$ cat src/rtl/conv_result_writer.sv
// Convolution result writer: buffers engine results in a FWFT FIFO and drains them as DMA write bursts.
// Optional macro CONV_WR_RELU_EN clamps negative results to zero as they enter the FIFO.
module conv_result_writer #(
  parameter int DEPTH     = 8,
  parameter int BURST_LEN = 4,
  parameter int ADDR_W    = 16,
  parameter int CNT_W     = 16
) (
  input  logic              clk,
  input  logic              rst,
  input  logic              start,
  input  logic [ADDR_W-1:0] cfg_base,
  input  logic [CNT_W-1:0]  cfg_count,
  input  logic [31:0]       res_data,
  input  logic              res_valid,
  output logic              res_ready,
  output logic [31:0]       dma_wdata,
  output logic [ADDR_W-1:0] dma_waddr,
  output logic              dma_wvalid,
  input  logic              dma_wready,
  output logic              dma_wlast,
  output logic              busy,
  output logic              done
);

  // state | meaning
  // IDLE  | waiting for start
  // RUN   | accepting results, waiting for enough data to form a burst
  // BURST | issuing the latched number of write beats
  // FIN   | one-cycle done pulse
  localparam logic [1:0] S_IDLE  = 2'd0;
  localparam logic [1:0] S_RUN   = 2'd1;
  localparam logic [1:0] S_BURST = 2'd2;
  localparam logic [1:0] S_FIN   = 2'd3;

  localparam int PW = $clog2(DEPTH);
  localparam int OW = PW + 1;
  localparam int BW = $clog2(BURST_LEN + 1);

  logic [1:0]        state_q, state_d;
  logic [ADDR_W-1:0] base_q, base_d;
  logic [CNT_W-1:0]  count_q, count_d;
  logic [CNT_W-1:0]  acc_q, acc_d;
  logic [CNT_W-1:0]  sent_q, sent_d;
  logic [BW-1:0]     blen_q, blen_d;
  logic [BW-1:0]     beat_q, beat_d;
  logic [PW-1:0]     wptr_q, wptr_d;
  logic [PW-1:0]     rptr_q, rptr_d;
  logic [OW-1:0]     occ_q, occ_d;
  logic [31:0]       mem_q [DEPTH];

  logic              full, in_xfer, push, pop, last_beat, burst_go;
  logic [CNT_W-1:0]  remaining, want;
  logic [31:0]       wr_val;

`ifdef CONV_WR_RELU_EN
  assign wr_val = res_data[31] ? 32'h0000_0000 : res_data;
`else
  assign wr_val = res_data;
`endif

  assign full       = (occ_q == OW'(DEPTH));
  assign in_xfer    = (state_q == S_RUN) || (state_q == S_BURST);
  assign res_ready  = in_xfer && !full && (acc_q < count_q);
  assign push       = res_valid && res_ready;
  assign dma_wvalid = (state_q == S_BURST);
  assign pop        = dma_wvalid && dma_wready;
  assign last_beat  = (beat_q == blen_q - BW'(1));

  // Head of the FIFO and the address only change on a pop, so they hold under backpressure.
  assign dma_wdata  = dma_wvalid ? mem_q[rptr_q] : 32'h0;
  assign dma_waddr  = dma_wvalid ? base_q + (ADDR_W'(sent_q) << 2) : '0;
  assign dma_wlast  = dma_wvalid && last_beat;
  assign busy       = in_xfer;
  assign done       = (state_q == S_FIN);

  assign remaining  = count_q - sent_q;
  assign want       = (remaining < CNT_W'(BURST_LEN)) ? remaining : CNT_W'(BURST_LEN);
  assign burst_go   = (remaining != '0) && (CNT_W'(occ_q) >= want);

  always_comb begin
    state_d = state_q;
    base_d  = base_q;
    count_d = count_q;
    acc_d   = push ? acc_q + CNT_W'(1) : acc_q;
    sent_d  = sent_q;
    blen_d  = blen_q;
    beat_d  = beat_q;
    wptr_d  = push ? wptr_q + PW'(1) : wptr_q;
    rptr_d  = pop ? rptr_q + PW'(1) : rptr_q;
    occ_d   = occ_q + OW'(push) - OW'(pop);
    case (state_q)
      S_IDLE: begin
        if (start) begin
          base_d  = cfg_base;
          count_d = cfg_count;
          acc_d   = '0;
          sent_d  = '0;
          state_d = (cfg_count == '0) ? S_FIN : S_RUN;
        end
      end
      S_RUN: begin
        if (burst_go) begin
          state_d = S_BURST;
          blen_d  = BW'(want);
          beat_d  = '0;
        end
      end
      S_BURST: begin
        if (pop) begin
          sent_d = sent_q + CNT_W'(1);
          beat_d = beat_q + BW'(1);
          if (last_beat) begin
            state_d = (sent_q + CNT_W'(1) == count_q) ? S_FIN : S_RUN;
          end
        end
      end
      default: state_d = S_IDLE;
    endcase
  end

  always_ff @(posedge clk) begin
    if (!rst) begin
      state_q <= S_IDLE;
      base_q  <= '0;
      count_q <= '0;
      acc_q   <= '0;
      sent_q  <= '0;
      blen_q  <= '0;
      beat_q  <= '0;
      wptr_q  <= '0;
      rptr_q  <= '0;
      occ_q   <= '0;
    end else begin
      state_q <= state_d;
      base_q  <= base_d;
      count_q <= count_d;
      acc_q   <= acc_d;
      sent_q  <= sent_d;
      blen_q  <= blen_d;
      beat_q  <= beat_d;
      wptr_q  <= wptr_d;
      rptr_q  <= rptr_d;
      occ_q   <= occ_d;
    end
  end

  // Storage needs no reset; pointers and occupancy define validity.
  always_ff @(posedge clk) begin
    if (push) mem_q[wptr_q] <= wr_val;
  end

endmodule

$ cat config.mk
export PLATFORM = sky130hd
export DESIGN_NAME = conv_result_writer
export DESIGN_NICKNAME = d
export VERILOG_FILES = /design/src/rtl/conv_result_writer.sv
export SDC_FILE = /design/constraint.sdc
export NUM_CORES = 1
export LEC_CHECK = 0
export ABC_AREA = 0
export CORE_ASPECT_RATIO = 1.5
export CORE_UTILIZATION = 53
export DETAILED_ROUTE_END_ITERATION = 6
export PLACE_DENSITY = 0.85
export SKIP_CTS_REPAIR_TIMING = 1
export SYNTH_ARGS = -nofsm -noshare
export SYNTH_HDL_FRONTEND = slang
export SYNTH_SLANG_ARGS = --single-unit
$ cat constraint.sdc
create_clock -name clk -period 5.7 [get_ports clk]
set_input_delay 1.14 -clock clk [delete_from_list [all_inputs] [get_ports clk]]
set_output_delay 1.14 -clock clk [all_outputs]
set_load 0.01 [all_outputs]
# Yosys cells after proc, flatten, opt, wreduce, memory -nomap -nowiden
# Memory sizes are Yosys's and may differ from the RTL's. A register that Yosys moved wholly into a read port is not among the register bits.
# Index checks and enable logic that the tools add are counted.
# word_totals
word_cells	75
output_inout_bits	53
memories	1
mem_bits_rw	256
reg_bits	82
input_bits	69
# memory_table
memory	words	word_bits	read_ports	rd_ports_with_merged_regs	write_ports	line	rtl
mem_q	8	32	1	1	1	50	logic [31:0] mem_q [DEPTH];
# classes
mux	23
eq_ne	10
n_lt_le_gt_ge	3
n_reduce_logical	18
add_sub_neg	10
# ops
cell	count
$mux 16	7
$add 16x1->16 const B	2
$mux 32	1
$pmux 16 s2	1
$add 16x16->16	1
$eq 16x16->1	1
$ge 4x16->1	1
$logic_not 16->1	1
$lt 16x16->1	1
$lt 16x3->1 const B	1
$reduce_bool 16->1	1
$sub 16x16->16	1
$mux 2	6
$mux 3	4
$add 3x1->3 const B	3
$logic_and 1x1->1	6
$pmux 2 s3	1
$pmux 3 s2	1
$reduce_and 3->1	2
$add 4x1->4	1
$eq 2x2->1 const B	2
$eq 4x4->1 const B	1
$ne 2x1->1 const B	2
$ne 2x2->1 const B	2
11 further kinds	14

# Longest topological paths before layout
# depth
word_depth	8
ltp_mapped	20
mapped_depth_nobuf	20

# Least setup slack after synthesis
# No wires, ideal clock.
# synth_timing
kind	reg-to-reg
from	reg count_q[1]
to	mem mem_q[2][0], enable pin
period_less_slack_ns	6.114
required_time_ns	5.187
setup_time_ns	0.513
arrival_ns	5.601
setup_slack_ns	-0.414
stages_incl_launch_ff	12
n_path_buf	1
path_cell_list	dfxtp_1 > inv_1 > ha_1 > a21o_1 > a21oi_1 > o21ai_1 > o41ai_1 > nand4_1 > a21oi_4 > inv_2 > clkbuf_1 > nor4b_1
# synth_via
elab_chain_len	5
# synth_lines
item	line	rtl
start: declaration	42	logic [CNT_W-1:0] count_q, count_d;
start signal: assignment	137	count_q <= count_d;
$lt 16x16->1	64	assign res_ready = in_xfer && !full && (acc_q < count_q);
$logic_and 1x1->1	64	
$logic_and 1x1->1	65	assign push = res_valid && res_ready;
$mux 1	150	if (push) mem_q[wptr_q] <= wr_val;
$mux 1 (implied by the code)	150	
end: declaration	50	
# No other way between the ends.

# Final worst setup path
# layout_timing
from	reg sent_q[0]
to	out dma_waddr[14]
# layout_via
elab_chain_len	2
# layout_lines
item	line	rtl
start: declaration	44	logic [CNT_W-1:0] sent_q, sent_d;
start signal: assignment	139	sent_q <= sent_d;
$add 16x16->16	72	assign dma_waddr = dma_wvalid ? base_q + (ADDR_W'(sent_q) << 2) : '0;
$mux 16	72	
end: declaration	18	output logic [ADDR_W-1:0] dma_waddr,
# No other way between the ends.

==> reports/results.ini <==
[run_status]
outcome=finished clean

[timing]
slew_viol_final=0
grt_setup_unrepaired=no
setup_tns_ns=0
final_hold_viol_count=0
finalClockSkew_ns=0.0141
fin_crit_sh_pct=88.1
timing.slew.headroom_pct=16.6
setup_viol=0
worst_pin_slew_ns=1.24
fmax_ghz=0.199
period_needed_ns=5.02

[floorplan]
die_area_mm2=0.0309
io_pins=122
die_h_um=215
row_count=77
core_region_area_mm2=0.0296
fp.dieW_um=144
initial_core_util_pct=54.1

[placed_design]
dpl_cell_area_mm2=0.0178
hpwlAfterDp_um=25500
place.gp.congestion=0.975
port_buffers=121

[setup_path]
r2r_end=beat_q[1]
r2r_cells=19
crit_path_cell_trace=ha_1 > fa_1 > a21o_1 > a21o_1 > a21o_1 > a21o_1 > a21oi_1 > o21ai_0 > o41ai_1 > xnor2_1 > and2_1 > clkdlybuf4s50_1
crit_arrival_ns=3.88
path_max_fanout=7
start_kind=flop
crit_slowest_cell=clkdlybuf4s50_1
required_ns=4.56
critical_path.endpoint_type=primary output
r2r_start=count_q[0]
slowest_delay_ns=0.54
crit_top_cell=a21o_1
critPathKind=flop to primary output
r2r_slack_ns=1.12

[routing]
dr.pass1.iters=5
ant_nets=0
drc=0
avgRoutedWirePerCell_um=21.9
drt_iter0_drc=641
vias_per_cell=5.94
dr_total_vias=10600
drt-total-wl_um=38800

[cells_and_area]
multi_input_area_mm2=0.00628
fin_util_pct=63.8
area_growth_pct=17.9
layout.nets=1490
final_area_mm2=0.0189
seqCellArea_mm2=0.00940
n_fill_cell=2173
drive_gt1_share_pct=11.9

[synthesis]
synth_top_area_share_pct=48.0
synthFlopType=edfxtp_1
async_flop_share_pct=0
yosysUniqueCellTypes=77
ys_top_cells_by_area=edfxtp_1, dfxtp_1, mux4_2
synth_nets=1357
seq_area_frac_synth_pct=58.6
synth-seq-cells=341
synth_edf_count=256
synth_cells=1223
yosysWarnings=0
syn_area_mm2=0.0160
avgSynthCellArea_um2=13.1
yosysTopAreaCell=edfxtp_1

[min_path]
hold_path_end=base_q[1]
min_from=base_q[1]
hp-class=flop to flop
whs_path_depth=2

[clock_tree]
clock-sinks=341
clk_latency_ns=0.53
htreeDepth=2
numCtsBuffers=34
clk_path_buf_depth=3
clk_pin_slew_worst_paths_ns=0.06
cts-root-buf=clkbuf_16
cts_tree=yes

[power_and_ir_drop]
power.total_uw=6950
power_density_mw_per_mm2=368
max-vdd-ir-drop_mv=0.306
leakagePower_uw=0.00647

[global_route]
antenna_found_initial=1
grt_pass1_wl_um=59100
grt_remaining_overflow=0
grt_pass1_vias=11000
grt_max_degree=42
grt_usage_pct=25.6

[flow_run]
drv_cap=0

[power by group]
part / total, uW / internal (uW) / switching (uW)
clock: 2150 / 1220 / 928
sequential: 2970 / 2840 / 127
combinational: 1830 / 793 / 1040
[Yosys cell counts, drive strengths merged (15+ instances only)]
master  count
xor2       22
nor2b      38
o21ai      32
a21oi      87
nor2       75
inv        61
nand2     107
and2       22
edfxtp    256
mux2i      37
nor3       15
clkbuf     35
nand3      26
dfxtp      85
xnor2      41
mux4       64
ha         62
[flip-flops by register name (all words and copies together) (netlist names), named ones only]
register	flops
wptr_q	3
rptr_q	3
state_q	2
beat_q	3
mem_q	256
count_q	16
base_q	16
blen_q	3
sent_q	16
acc_q	16
occ_q	4
[worst max-delay path: cells and delay by family (launching register included)]
kind / cells / cell delay [ns]
XOR/XNOR: 1 / 0.16
adder cells (fa/ha/maj): 2 / 0.67
AND/OR/NAND/NOR: 1 / 0.14
buffers and inverters: 1 / 0.54
flip-flops: 1 / 0.37
AO/OA/AOI/OAI: 7 / 1.46
[per-layer routing]
| layer | GRT usage [%] | vias up | wire length (um) |
|---|---|---|---|
| li1 | - | 4831 | - |
| met1 | 27.2 | 5222 | 13700 |
| met2 | 45.8 | 373 | 20600 |
| met3 | 4.95 | 126 | 2270 |
| met4 | 15.9 | 0 | 2260 |
| met5 | 0 | - | 0 |
[cells in the final DEF, fill, tap and decap left out, types with 4 or more instances in the layout]
cell type        Yosys  layout
nor4_1               9       8
dfxtp_1             85      82
o211ai_1             5       5
clkbuf_1            35       7
xnor2_1             41      41
edfxtp_1           256     256
nand4_1              9       9
or4_1                7       7
nand2_1            107     107
or3_1                4       4
a211oi_1             4       4
clkdlybuf4s50_1      0     121
nand2b_1             8       8
and2_1              22      22
o31ai_1              8       8
clkbuf_16            0      35
xor2_1              22      22
mux4_2              64      64
nand3_1             26      26
inv_1               58      58
mux2i_1             37      37
nor3_1              14      12
o21ai_0             29      29
nor2_1              74      73
a21oi_1             86      86
buf_4                1      25
nor2b_1             38      38
a21o_1              14      14
a31oi_1              5       5
ha_1                62      61
clkinv_1             0       5
[per-stage QoR]
| stage | std cells | setup WS, ns | hold WS [ns] |
|---|---|---|---|
| global route | 1775 | 0.400 | 0.475 |
| floorplan | 1223 | 0.747 | 0.432 |
| detailed placement | 1715 | 1.17 | 0.446 |
| CTS | 1774 | 0.674 | 0.457 |
| finish | 1775 | 0.676 | 0.458 |
| global placement | 1715 | 1.21 | 0.439 |
[area by class of cell]
type / instances / share of cell area [%]
clock buffers: 45 / 5.00
multi-input cells: 772 / 33.3
well taps: 395 / 2.62
flip-flops and latches: 341 / 49.8
diodes: 1 / 0.0133
inverters: 61 / 1.21
clock inverters: 14 / 0.676
repair buffers: 146 / 7.41
[how the worst max path moves through the flow]
stage               cells after the start  slack (ns)            end        from
finish                                 12        0.68  dma_waddr[14]   sent_q[0]
detailed placement                     19        1.17      beat_q[1]  count_q[0]
global route                           12        0.40  dma_waddr[14]   sent_q[0]
floorplan                              11        0.75    mem_q[6][0]  count_q[1]
global placement                       18        1.21      beat_q[1]   sent_q[0]
CTS                                    12        0.67  dma_waddr[14]   sent_q[0]
[cell families after synthesis]
kind of cell,after synthesis,share of synthesized area [%]
AO/OA/AOI/OAI,190,7.52
XOR/XNOR,63,3.45
adder cells (fa/ha/maj),65,5.22
buffers and inverters,110,2.62
flip-flops,341,58.6
multiplexers,103,11.5
other,1,0.0234
AND/OR/NAND/NOR,350,11.1
No activity file was read; power rests on OpenSTA's default activity.
